===== src/rtl/mpt_pkg.sv =====
// Shared MPT walker / PLB types: access kinds, permission encodings,
// flush control/status, PLB entry, lookup request and response formats.
package mpt_pkg;

   localparam int XLEN            = 64;
   localparam int MPT_SDID_WIDTH  = 6;
   localparam int ROB_ID_WIDTH    = 4;
   localparam int PLB_PAGE_OFFSET = 12;

   // PLB tag is the SDID concatenated with the SPA page number.
   localparam int PLB_TAG_WIDTH = MPT_SDID_WIDTH + XLEN - PLB_PAGE_OFFSET;

   typedef logic [ROB_ID_WIDTH-1:0]   rob_id_size_t;
   typedef logic [MPT_SDID_WIDTH-1:0] mpt_sdid_t;
   typedef logic [PLB_TAG_WIDTH-1:0]  plb_tag_t;

   typedef enum logic [1:0] {
      ACCESS_NONE  = 2'd0,
      ACCESS_READ  = 2'd1,
      ACCESS_WRITE = 2'd2,
      ACCESS_EXEC  = 2'd3
   } mpt_access_e;

   // Bit 0 = read, bit 1 = write, bit 2 = execute.
   typedef enum logic [2:0] {
      ALLOW_NONE = 3'd0,
      ALLOW_R    = 3'd1,
      ALLOW_W    = 3'd2,
      ALLOW_RW   = 3'd3,
      ALLOW_X    = 3'd4,
      ALLOW_RX   = 3'd5,
      ALLOW_WX   = 3'd6,
      ALLOW_RWX  = 3'd7
   } mpt_permissions_e;

   typedef enum logic [1:0] {
      MPT_FLUSH_NONE   = 2'd0,
      MPT_FLUSH_ALL    = 2'd1,
      MPT_FLUSH_SPEC   = 2'd2,
      MPT_FLUSH_UNUSED = 2'd3
   } mptw_flush_ctrl_e;

   typedef enum logic [1:0] {
      MPT_FLUSHED_NONE      = 2'd0,
      MPT_FLUSHED_ONGOING   = 2'd1,
      MPT_FLUSHED_COMPLETED = 2'd2
   } mptw_flush_status_e;

   // Flush sequencer states inside the PLB.
   typedef enum logic [1:0] {
      PLB_FL_IDLE  = 2'd0,
      PLB_FL_DRAIN = 2'd1,
      PLB_FL_DONE  = 2'd2
   } plb_flush_state_e;

   typedef struct packed {
      mpt_sdid_t        sdid;
      logic [XLEN-1:0]  spa;
      mpt_permissions_e perms;
   } plb_entry_t;

   typedef struct packed {
      mpt_sdid_t       sdid;
      logic [XLEN-1:0] spa;
      mpt_access_e     access_type;
   } plb_lookup_req_t;

   typedef struct packed {
      rob_id_size_t     id;
      logic             hit;
      logic             allow;
      mpt_permissions_e perms;
   } plb_resp_t;

   // Build the page-granular tag used by both lookups and fills.
   function automatic plb_tag_t plb_tag(input mpt_sdid_t sdid, input logic [XLEN-1:0] spa);
      return {sdid, spa[XLEN-1:PLB_PAGE_OFFSET]};
   endfunction

   // Permission check for one access kind; ACCESS_NONE never passes.
   function automatic logic plb_allow(input mpt_access_e acc, input mpt_permissions_e perms);
      logic [2:0] p;
      logic       ok;
      p = perms;
      case (acc)
         ACCESS_READ:  ok = p[0];
         ACCESS_WRITE: ok = p[1];
         ACCESS_EXEC:  ok = p[2];
         default:      ok = 1'b0;
      endcase
      return ok;
   endfunction

endpackage


===== src/rtl/mpt_plb_victim_sel.sv =====
// Fill slot selection for the PLB: the lowest-index invalid entry wins;
// when every entry is valid the round-robin pointer names the victim and
// replace_o tells the caller to advance that pointer.
module mpt_plb_victim_sel
   import mpt_pkg::*;
#(
   parameter int NUM_ENTRIES = 8,
   localparam int IDX_W      = $clog2(NUM_ENTRIES)
) (
   input  logic [NUM_ENTRIES-1:0] valid_i,
   input  logic [IDX_W-1:0]       ptr_i,
   output logic [IDX_W-1:0]       victim_idx_o,
   output logic                   replace_o
);

   // Priority-encode the first free slot, scanning from the top so the
   // lowest index is the last (winning) assignment.
   always_comb begin
      victim_idx_o = ptr_i;
      replace_o    = 1'b1;
      for (int i = NUM_ENTRIES - 1; i >= 0; i--) begin
         if (!valid_i[i]) begin
            victim_idx_o = IDX_W'(i);
            replace_o    = 1'b0;
         end
      end
   end

endmodule


===== src/rtl/mpt_plb.sv =====
// Protection Lookaside Buffer. Fully-associative cache of page-granular
// {SDID, SPA page, permissions} translations installed by the walker's
// retire stage, answering lookups from its issue stage with a one-cycle
// registered hit/permission response. A small flush sequencer drains the
// response register before optionally invalidating every entry.
//
// Handshakes: a lookup transfers on a rising edge where lookup_valid_i and
// lookup_ready_o are both high; a response transfers on a rising edge where
// resp_valid_o and resp_ready_i are both high, and resp_o is held stable
// while resp_valid_o is high and resp_ready_i is low. Fills are one-cycle
// pulses with no backpressure and are dropped while a flush is in progress.
module mpt_plb
   import mpt_pkg::*;
#(
   parameter int NUM_ENTRIES = 8
) (
   input  logic               clk_i,
   input  logic               rst_i,
   input  logic               lookup_valid_i,
   output logic               lookup_ready_o,
   input  plb_lookup_req_t    lookup_req_i,
   input  rob_id_size_t       lookup_id_i,
   output logic               resp_valid_o,
   input  logic               resp_ready_i,
   output plb_resp_t          resp_o,
   input  logic               fill_valid_i,
   input  plb_entry_t         fill_entry_i,
   input  mptw_flush_ctrl_e   flush_ctrl_i,
   output mptw_flush_status_e flush_status_o
);

   localparam int IDX_W = $clog2(NUM_ENTRIES);

   // Entry storage: valid bits live apart from the tag/permission arrays.
   logic [NUM_ENTRIES-1:0] valid_q;
   plb_tag_t               tag_q   [NUM_ENTRIES];
   mpt_permissions_e       perms_q [NUM_ENTRIES];
   logic [IDX_W-1:0]       rr_ptr_q;

   // Response register.
   logic                   resp_valid_q;
   plb_resp_t              resp_q;

   // Flush sequencer.
   plb_flush_state_e       state_q;
   logic                   flush_all_q;
   mptw_flush_status_e     flush_status_q;

   // Combinational lookup / fill search results.
   plb_tag_t               lk_tag;
   logic                   lk_hit;
   mpt_permissions_e       lk_perms;
   plb_tag_t               fl_tag;
   logic                   fl_match;
   logic [IDX_W-1:0]       fl_match_idx;
   logic [IDX_W-1:0]       victim_idx;
   logic                   victim_replace;
   logic [IDX_W-1:0]       fill_idx;
   logic                   fill_write;
   logic                   lookup_accept;
   logic                   drain_done;
   logic                   flush_clear;

   // Page-offset bits of both addresses are intentionally ignored.
   logic                   unused_offset_bits;
   assign unused_offset_bits = ^{lookup_req_i.spa[PLB_PAGE_OFFSET-1:0],
                                 fill_entry_i.spa[PLB_PAGE_OFFSET-1:0]};

   // Lookup CAM: compares against current contents, so a fill on the same
   // edge is not yet visible. At most one entry can match.
   always_comb begin
      lk_tag   = plb_tag(lookup_req_i.sdid, lookup_req_i.spa);
      lk_hit   = 1'b0;
      lk_perms = ALLOW_NONE;
      for (int i = 0; i < NUM_ENTRIES; i++) begin
         if (valid_q[i] && (tag_q[i] == lk_tag)) begin
            lk_hit   = 1'b1;
            lk_perms = perms_q[i];
         end
      end
   end

   // Fill CAM: an existing tag is rewritten in place, which keeps tags unique.
   always_comb begin
      fl_tag       = plb_tag(fill_entry_i.sdid, fill_entry_i.spa);
      fl_match     = 1'b0;
      fl_match_idx = '0;
      for (int i = 0; i < NUM_ENTRIES; i++) begin
         if (valid_q[i] && (tag_q[i] == fl_tag)) begin
            fl_match     = 1'b1;
            fl_match_idx = IDX_W'(i);
         end
      end
   end

   mpt_plb_victim_sel #(
      .NUM_ENTRIES (NUM_ENTRIES)
   ) u_victim_sel (
      .valid_i      (valid_q),
      .ptr_i        (rr_ptr_q),
      .victim_idx_o (victim_idx),
      .replace_o    (victim_replace)
   );

   assign fill_write    = fill_valid_i && (state_q == PLB_FL_IDLE);
   assign fill_idx      = fl_match ? fl_match_idx : victim_idx;
   assign drain_done    = !resp_valid_q || resp_ready_i;
   assign flush_clear   = (state_q == PLB_FL_DRAIN) && drain_done && flush_all_q;
   assign lookup_ready_o = (!resp_valid_q || resp_ready_i) && (state_q == PLB_FL_IDLE);
   assign lookup_accept = lookup_valid_i && lookup_ready_o;

   // Valid bits and round-robin pointer; the pointer only moves when a
   // valid entry is evicted.
   always_ff @(posedge clk_i or posedge rst_i) begin
      if (rst_i) begin
         valid_q  <= '0;
         rr_ptr_q <= '0;
      end else if (flush_clear) begin
         valid_q  <= '0;
      end else if (fill_write) begin
         valid_q[fill_idx] <= 1'b1;
         if (!fl_match && victim_replace) begin
            rr_ptr_q <= rr_ptr_q + 1'b1;
         end
      end
   end

   // Tag and permission payload; only meaningful where the valid bit is set.
   always_ff @(posedge clk_i) begin
      if (fill_write) begin
         tag_q[fill_idx]   <= fl_tag;
         perms_q[fill_idx] <= fill_entry_i.perms;
      end
   end

   // Response register: load on an accepted lookup, clear valid on handshake.
   always_ff @(posedge clk_i or posedge rst_i) begin
      if (rst_i) begin
         resp_valid_q <= 1'b0;
         resp_q       <= '0;
      end else if (lookup_accept) begin
         resp_valid_q <= 1'b1;
         resp_q.id    <= lookup_id_i;
         resp_q.hit   <= lk_hit;
         resp_q.allow <= lk_hit && plb_allow(lookup_req_i.access_type, lk_perms);
         resp_q.perms <= lk_hit ? lk_perms : ALLOW_NONE;
      end else if (resp_ready_i) begin
         resp_valid_q <= 1'b0;
      end
   end

   // Flush sequencer with registered status: IDLE -> DRAIN until the response
   // register is empty or emptying, then DONE for exactly one cycle.
   always_ff @(posedge clk_i or posedge rst_i) begin
      if (rst_i) begin
         state_q        <= PLB_FL_IDLE;
         flush_all_q    <= 1'b0;
         flush_status_q <= MPT_FLUSHED_NONE;
      end else begin
         case (state_q)
            PLB_FL_IDLE: begin
               if ((flush_ctrl_i == MPT_FLUSH_ALL) || (flush_ctrl_i == MPT_FLUSH_SPEC)) begin
                  state_q        <= PLB_FL_DRAIN;
                  flush_all_q    <= (flush_ctrl_i == MPT_FLUSH_ALL);
                  flush_status_q <= MPT_FLUSHED_ONGOING;
               end
            end
            PLB_FL_DRAIN: begin
               if (drain_done) begin
                  state_q        <= PLB_FL_DONE;
                  flush_status_q <= MPT_FLUSHED_COMPLETED;
               end
            end
            PLB_FL_DONE: begin
               state_q        <= PLB_FL_IDLE;
               flush_status_q <= MPT_FLUSHED_NONE;
            end
            default: begin
               state_q        <= PLB_FL_IDLE;
               flush_status_q <= MPT_FLUSHED_NONE;
            end
         endcase
      end
   end

   assign resp_valid_o   = resp_valid_q;
   assign resp_o         = resp_q;
   assign flush_status_o = flush_status_q;

endmodule

===== config.mk =====
export PLATFORM = sky130hd
export DESIGN_NAME = mpt_plb
export DESIGN_NICKNAME = d
export VERILOG_FILES = /design/src/rtl/mpt_pkg.sv /design/src/rtl/mpt_plb_victim_sel.sv /design/src/rtl/mpt_plb.sv
export SDC_FILE = /design/constraint.sdc
export NUM_CORES = 2
export LEC_CHECK = 0
export CAP_MARGIN = 20
export CORE_MARGIN = 2
export CORE_UTILIZATION = 40
export CTS_CLUSTER_DIAMETER = 80
export DETAILED_ROUTE_END_ITERATION = 7
export PLACE_DENSITY = 0.63
export REMOVE_ABC_BUFFERS = 1
export SLEW_MARGIN = 30
export SYNTH_ARGS = -nofsm -noshare
export SYNTH_HDL_FRONTEND = slang
export SYNTH_HIERARCHICAL = 1
export SYNTH_SLANG_ARGS = --single-unit

===== constraint.sdc =====
create_clock -name clk_i -period 28 [get_ports clk_i]
set_input_delay 5.6 -clock clk_i [delete_from_list [all_inputs] [get_ports clk_i]]
set_output_delay 5.6 -clock clk_i [all_outputs]
set_load 0.01 [all_outputs]

# Word-level counts from Yosys, hierarchy flattened
# Memory sizes are Yosys's and may differ from the RTL's.
# Index checks and enable logic that the tools add are counted.
# Widths: inputs -> output; s select.
op_classes:
  n_addsub: 1
  n_lt_le_gt_ge: 2
  n_eq_ne: 24
  n_mux: 62
  bitwise_logic: 2
  reduce_logical: 34
ops:
  columns: ["cell", "count"]
  rows:
  - ["$eq 58x58->1", 16]
  - ["$mux 3", 24]
  - ["$mux 1", 31]
  - ["$logic_and 1x1->1", 24]
  - ["$mux 8", 2]
  - ["$or 8x8->8", 1]
  - ["$eq 2x1->1 const B", 3]
  - ["$eq 2x2->1 const B", 3]
  - ["$lt 3x4->1 const B", 1]
  - ["$mux 2", 2]
  - ["$pmux 2 s2", 1]
  - ["$reduce_and 2->1", 2]
  - ["$reduce_bool 2->1", 2]
  - ["$add 3x1->3 const B", 1]
  - ["$demux 1 s3", 1]
  - ["$ge 3x1->1 const B", 1]
  - ["$pmux 1 s3", 1]
  - ["$reduce_and 3->1", 1]
  - ["$logic_not 1->1", 2]
  - ["$logic_not 2->1", 1]
  - ["$logic_or 1x1->1", 2]
  - ["$ne 2x1->1 const B", 1]
  - ["$ne 2x2->1 const B", 1]
  - ["$not 1->1", 1]
word_totals:
  register_bits: 24
  mem_bits_rw: 488
  in_bits: 156
  memories: 2
mem_list:
  columns: ["name", "words", "word_bits", "read_ports", "rd_ports_with_merged_regs", "wr", "line", "rtl"]
  rows:
  - ["tag_q", 8, 58, 8, 0, 1, "mpt_plb.sv:36", "plb_tag_t tag_q [NUM_ENTRIES];"]
  - ["perms_q", 8, 3, 8, 0, 1, "mpt_plb.sv:37", "mpt_permissions_e perms_q [NUM_ENTRIES];"]

# Logic depth before layout (Yosys ltp)
# An unclocked memory read counts as a cell.
logic_depth:
  ltp_word: 19
  mapped_depth: 11
  depth_no_buf: 9

# Hierarchy
# The synthesis kept the hierarchy.
modules_own_cells:
  columns: ["module", "instances", "cells_per_inst", "area_per_inst_um2", "seq_area_each_um2"]
  rows:
  - ["mpt_plb", 1, 2483, 29349.4, 15254.6]
  - ["mpt_plb_victim_sel", 1, 15, 82.6, 0.0]

# Worst setup path before layout
# No wires, ideal clock.
synth_path:
  path_type: "input-to-reg"
  from: "input fill_entry_i[33] (netlist name)"
  to: "memory perms_q[2][0] (netlist name), enable pin"
  setup_ps: 655
  t_arrival_ps: 13747
  path_slack_ps: 13598
  path_stages: 9
  cell_sequence: "buf_2 nor2b_1 a2111o_1 nor4_1 nand4_1 nor3_1 nor3_1 a31oi_4 nor4b_1"
synth_between:
  elab_chain_cells: 11
synth_lines:
  columns: ["item", "line", "rtl"]
  rows:
  - ["from (decl)", "mpt_plb.sv:27", "input plb_entry_t fill_entry_i,"]
  - ["$eq 58x58->1", "mpt_plb.sv:89", "if (valid_q[i] && (tag_q[i] == fl_tag)) begin"]
  - ["$logic_and 1x1->1", "mpt_plb.sv:89", null]
  - ["$mux 1 (8 in a row)", "mpt_plb.sv:89", null]
  - ["$mux 3 *", "mpt_plb.sv:106", "assign fill_idx = fl_match ? fl_match_idx : victim_idx;"]
  - ["to (decl)", "mpt_plb.sv:37", null]
# Every way passes the cells marked *; elsewhere a longest branch is shown, timed or not.

# Worst setup path after layout
layout_path:
  from: "input resp_ready_i"
  to: "output lookup_ready_o"
layout_between:
  elab_chain_cells: 2
layout_lines:
  columns: ["item", "line", "rtl"]
  rows:
  - ["from (decl)", "mpt_plb.sv:24", "input logic resp_ready_i,"]
  - ["$logic_or 1x1->1", "mpt_plb.sv:109", "assign lookup_ready_o = (!resp_valid_q || resp_ready_i) && (state_q == PLB_FL_IDLE);"]
  - ["$logic_and 1x1->1", "mpt_plb.sv:109", null]
  - ["to (decl)", "mpt_plb.sv:20", "output logic lookup_ready_o,"]
# No other way between the ends.

==> key figures <==
Pwr
  • P_leak: 10.8 nW
  • PD cells: 68.9 nW/um2
  • Clock network fraction of total power: 36.0%
  • VDD IR max: 0.0514 mV
  • Net Sw Power: 0.000742 W
  • Comb pwr share: 20.9%
  • Seq pwr share: 43.1%
  • Power Internal: 0.00163 W
  • Switching Fraction: 31.3%

Route
  • Vias: 24.3k
  • Antenna Violating Nets Remaining: 0
  • DRC Markers: 0
  • DRT iter0 DRCs: 4198
  • Routed len/inst: 39.9 um
  • Vias/cell: 6.54
  • Total wire length: 148000 um
  • DRT Pass-1 Iters: 6

Timing
  • Worst-Margin Slew: 1.08 ns
  • Tcrit/Tclk final: 44.7%
  • Slew HR: 27.6%
  • Final Hold Viols: 0
  • Clock Skews: 0.0344 ns
  • RSZ-0062 raised after global routing: false
  • Final setup violation count: 0
  • Minimum clock period: 12.52 ns
  • Fmax achieved: 79.9 MHz
  • Setup tns final: 0 ns
  • Max Slew Vio Count: 0

Worst hold path
  • Hold Crit Class: flip-flop to flip-flop

Critical path
  • WP data required: 22.40 ns
  • Setup CP Type: input port to primary output
  • CP max stage delay: 0.58 ns
  • CP Buf/Inv Count: 2
  • Crit path top cell by count: clkdlybuf4s50_1
  • CP delay by family, top: buffers and inverters
  • Slowest stage cell, crit path: clkdlybuf4s50_1
  • Setup crit end kind: primary output
  • Crit start category: input port
  • Arrival @ worst endpoint: 6.92 ns
  • Crit-path max FO: 4
  • Crit path cell chain: clkdlybuf4s50_1, nor2b_1, nor3_1, clkdlybuf4s50_1

Layout
  • Most common cell after layout, fill and taps aside: xnor2_1
  • Fillers: 6545
  • Area of the multi-input gates: 13300 um2
  • Area Overhead vs Synth: 17.0%
  • Design area: 34400 um2
  • Final Util: 47.2%
  • # nets final: 2865
  • Most frequent cells in the layout: xnor2_1, edfxtp_1, nand4_1
  • Register area: 15300 um2
  • Layout cell share with drive strength beyond 1: 9.47%

Yosys
  • Area leader, netlist: edfxtp_1
  • Top cells by area, synth: edfxtp_1, xnor2_1, xor2_1
  • Commonest register cell after synthesis: edfxtp_1
  • Post-synthesis sequential area ratio: 51.8%
  • Mapped Cells: 2498
  • Compound-cell area share of the yosys netlist: 5.02%
  • Synthesized area: 29400 um2
  • Post-synthesis xor/xnor area fraction: 22.2%
  • Main combinational cell family by area after synthesis: XOR/XNOR gates
  • Post-synthesis simple-gate area fraction: 17.2%
  • Number of synthesized flops with an enable pin: 488
  • Mux contribution to synthesized area: 0.230%
  • Ys Warns: 6
  • Area share of the largest cell type after synthesis: 49.8%
  • Post-Syn Area per Cell: 11.8 um2
  • Synth Area in Adders: 0.0850%
  • Yosys reg bits: 512
  • Ys async rst share: 4.69%
  • Count of different cell masters after synthesis: 82

Floorplan
  • Die ar.: 75800 um2
  • Die Y: 275 um
  • DIE WIDTH: 275 um
  • Starting Density: 40.3%
  • Rows: 99
  • Core box area: 73000 um2
  • Top-Level Pins: 169

Clock network
  • Post-cts sizing count: 0
  • Clock Latency Late Sink: 0.66 ns
  • CTS buffer count: 59
  • Clock Path Buffers: 3
  • Post-CTS Hold Buffers: 0
  • CTS tree: built
  • Postcts setup bufs: 0
  • CTS root buf: clkbuf_16
  • Htree depth: 2
  • CTS sink count: 512
  • Reg clk slew, reported paths: 0.06 ns

Placement
  • Port bufs: 144
  • Detailed placement HPWL: 95900 um
  • Gpl congestion: 1.01
  • DP Area: 32400 um2

Global route
  • Antenna violations before repair: 14
  • Total grt overflow: 0
  • Number of global-route vias before repair: 22.8k
  • First-pass GRT wire length: 196000 um
  • Largest net degree at the start of global routing: 63
  • Total GRT Usage: 38.6%

Run status
  • Status: complete, no violations

Flow run
  • Number of max-cap violations: 0
==> worst paths after layout <==
path	from	endpoint	slack (ns)	cells after the start
setup / recovery	resp_ready_i	lookup_ready_o	15.48	4
hold / removal	rr_ptr_q[2]$_DFFE_PP0P_	rr_ptr_q[2]$_DFFE_PP0P_	0.49	1
setup reg to reg	tag_q[4][28]$_DFFE_PP_	tag_q[2][57]$_DFFE_PP_	23.21	9
hold reg to reg	rr_ptr_q[2]$_DFFE_PP0P_	rr_ptr_q[2]$_DFFE_PP0P_	0.49	1
max in group asynchronous	rst_i	valid_q[6]$_DFFE_PP0P_	22.20	2
min in group asynchronous	rst_i	valid_q[2]$_DFFE_PP0P_	5.38	2
==> power by group through the flow <==
stage / Clock, W / Combinational [W] / Sequential [W]
after detailed placement: 0 / 0.000479 / 0.00104
after global routing: 0.000883 / 0.000512 / 0.00103
after CTS: 0.000856 / 0.000481 / 0.00102
after global placement: 0 / 0.000477 / 0.00103
final: 0.000854 / 0.000495 / 0.00102
after floorplan: 0 / 0.000244 / 0.00102
==> cells in the mapped netlist (7+ instances only) <==
library cell,number
nor2_1,40
nand4b_1,7
a22o_1,9
dfrtp_1,24
edfxtp_1,488
nor4b_1,13
nor4_1,125
o221ai_1,11
o22ai_1,25
clkbuf_1,16
nand2_1,49
o2111ai_1,39
nand2b_1,190
a2111oi_0,11
or4_1,16
nor2b_1,44
a21oi_1,8
nor3_1,31
buf_2,83
nand3_1,48
o21ai_0,14
buf_4,11
nand4_1,233
xor2_1,196
buf_6,7
or3_1,8
inv_1,93
xnor2_1,549
==> cell type report <==
type / instances / share of cell area [%]
clock inverter: 45 / 1.66
sequential: 512 / 44.3
antenna: 2 / 0.0145
clock buffer: 66 / 4.36
timing repair buffer: 265 / 6.65
tap: 959 / 3.48
multi-input combinational: 1774 / 38.5
inverter: 95 / 1.04
==> cell families after synthesis <==
logic type,Yosys count
flops,512
simple gates,839
buf+inv,212
mux,6
fa+ha+maj,2
compound gates,181
xor+xnor,746
==> layer usage <==
layer  track usage, %  wire, um
met5                0        17
met3             10.2     19400
met4             23.6     10600
met1             51.2     56000
met2             56.5     62300
==> per-stage QoR <==
step | cells | hold slack (ns) | power (W) | setup WS [ns]
global route | 3716 | 0.497 | 0.00242 | 15.36
global placement | 3605 | 0.463 | 0.00151 | 15.51
CTS | 3716 | 0.483 | 0.00236 | 15.48
floorplan | 2381 | 0.446 | 0.00127 | 13.80
detailed placement | 3605 | 0.471 | 0.00151 | 15.48
finish | 3718 | 0.489 | 0.00237 | 15.48
==> state kept, by name, indices dropped and copies added (netlist names) <==
| register | count |
|---|---|
| flush_all_q | 1 |
| flush_status_o | 2 |
| perms_q | 24 |
| resp_o | 9 |
| resp_valid_o | 1 |
| rr_ptr_q | 3 |
| tag_q | 464 |
| valid_q | 8 |
No activity file was read; power rests on OpenSTA's default activity.
==> patch: new RTL, same settings <==
The package constant `PLB_PAGE_OFFSET` goes from 12 to 24.
--- a/src/rtl/mpt_pkg.sv
+++ b/src/rtl/mpt_pkg.sv
@@ -5,7 +5,7 @@
    localparam int XLEN            = 64;
    localparam int MPT_SDID_WIDTH  = 6;
    localparam int ROB_ID_WIDTH    = 4;
-   localparam int PLB_PAGE_OFFSET = 12;
+   localparam int PLB_PAGE_OFFSET = 24;
 
    // PLB tag is the SDID concatenated with the SPA page number.
    localparam int PLB_TAG_WIDTH = MPT_SDID_WIDTH + XLEN - PLB_PAGE_OFFSET;
Check against the original RTL: not equivalent (a bounded check fails within 4 cycles, from zero or initial values and one cycle with rst_i high).
==> patch against the original RTL <==
Highest routed layer is now met4; sequential cell count down 96; wire length down 37%; maximum frequency is 1.7% lower; area after synthesis down 22%; total power decreased by 25%; count of clock-buffer cells in the layout rose by 1; critical endpoint unchanged; cell area shrank 22%; cell count decreased by 24%; setup slack worse by 0.22 ns.
==> patch: results <==
<?xml version="1.0" encoding="UTF-8"?>
<metrics>
  <group name="placement">
    <metric name="place.detailed.hpwl" unit="um">59870</metric>
    <metric name="number_of_cells_in_the_design_after_placement" unit="">2733</metric>
    <metric name="globalplace.congestion" unit="">0.9670</metric>
  </group>
  <group name="final_layout">
    <metric name="antenna_diode_count" unit="">0</metric>
    <metric name="fillers" unit="">5057</metric>
    <metric name="post_route_cells_drive_above_1_share" unit="%">9.646</metric>
    <metric name="layout.nets" unit="">2184</metric>
  </group>
  <group name="routing">
    <metric name="detailroute.via_count" unit="">17410</metric>
    <metric name="met3_wl_post_dr" unit="um">11010</metric>
    <metric name="top_layer" unit="">met4</metric>
    <metric name="met2RoutedLength" unit="um">40170</metric>
    <metric name="vias_per_cell" unit="">6.176</metric>
    <metric name="drtIter0Drc" unit="">2478</metric>
  </group>
  <group name="global_routing">
    <metric name="grt_antenna_before_repair" unit="">1</metric>
    <metric name="grt_first_pass_wirelength" unit="um">128200</metric>
    <metric name="gr_util_met3" unit="%">6.852</metric>
    <metric name="grt.met1_usage" unit="%">41.43</metric>
    <metric name="grt_max_degree" unit="">51</metric>
    <metric name="globalRouteTotalUtil" unit="%">31.05</metric>
  </group>
  <group name="worst_setup_path">
    <metric name="r2r_setup_slack" unit="ns">23.55</metric>
    <metric name="rr_startpoint" unit="">tag_q[2][8]</metric>
  </group>
  <group name="pwr">
    <metric name="ir_drop" unit="mV">0.04015</metric>
  </group>
  <group name="logic_synthesis">
    <metric name="post_syn_instances" unit="">1864</metric>
    <metric name="yosysSeqAreaShare" unit="%">54.00</metric>
    <metric name="synth-edff-count" unit="">392</metric>
    <metric name="synthTopCellsByArea" unit="">sky130_fd_sc_hd__edfxtp_1 51%, sky130_fd_sc_hd__xnor2_1 15%, sky130_fd_sc_hd__xor2_1 8.6%</metric>
    <metric name="post_synth_mux_area_share" unit="%">0.2949</metric>
    <metric name="post_synth_most_frequent_cells" unit="">402 x sky130_fd_sc_hd__xnor2_1, 392 x sky130_fd_sc_hd__edfxtp_1, 226 x sky130_fd_sc_hd__xor2_1, 141 x sky130_fd_sc_hd__nand4_1</metric>
    <metric name="synth_fa_ha_area_share" unit="%">0.1092</metric>
    <metric name="postSynth.asyncResetShare" unit="%">5.769</metric>
  </group>
  <group name="timing">
    <metric name="max_slew_margin" unit="%">22.66</metric>
    <metric name="final.setup_skew" unit="ns">0.01423</metric>
  </group>
  <group name="status">
    <metric name="result_of_the_run" unit="">finished clean</metric>
  </group>
</metrics>
## patch: cell types whose count changed in the layout (fill, tap and decap cells not counted), sizes merged, moves of 29 or more
cell / change
nand4: -92
xnor2: -146
nand2b: -87
xor2: +29
inv: -41
buf: -34
edfxtp: -96
## patch: worst max path at each step
stage / from / slack (ns) / cells after the start / endpoint
after global routing: resp_ready_i / 15.15 / 4 / lookup_ready_o
after floorplan: resp_ready_i / 16.39 / 2 / lookup_ready_o
after detailed placement: resp_ready_i / 15.27 / 4 / lookup_ready_o
after CTS: resp_ready_i / 15.26 / 4 / lookup_ready_o
after global placement: resp_ready_i / 15.28 / 4 / lookup_ready_o
final: resp_ready_i / 15.26 / 4 / lookup_ready_o
## patch: cell families (layout without fill, tap and decap cells)
family,after synthesis,after routing
AOI/OAI and AO/OA,128,128
xor gates and xnor gates,629,629
adders and majority gates,2,2
buffers and inverters,151,350
DFF,416,416
muxes,6,6
and+or+nand+nor,532,532
## patch: report_power, final
| part | switching (mW) | internal [mW] | total [mW] |
|---|---|---|---|
| sequential | 0.0556 | 0.762 | 0.818 |
| combinational | 0.216 | 0.132 | 0.348 |
| clock | 0.265 | 0.343 | 0.608 |
## patch: layout make-up
| type | count | share of cell area [%] |
|---|---|---|
| Clock buffer | 67 | 5.018 |
| Clock inverter | 19 | 0.5046 |
| Inverter | 57 | 0.8083 |
| Multi-Input combinational cell | 1297 | 37.24 |
| Sequential cell | 416 | 46.20 |
| Tap cell | 756 | 3.532 |
| Timing Repair Buffer | 207 | 6.700 |
## patch: through the flow
step           worst slack (ns)  instance area [um2]
2_1_floorplan             16.39                22510
6_report                  15.26                26780
4_1_cts                   15.26                26790
3_3_place_gp              15.28                25350
5_1_grt                   15.15                26780
3_5_place_dp              15.27                25310
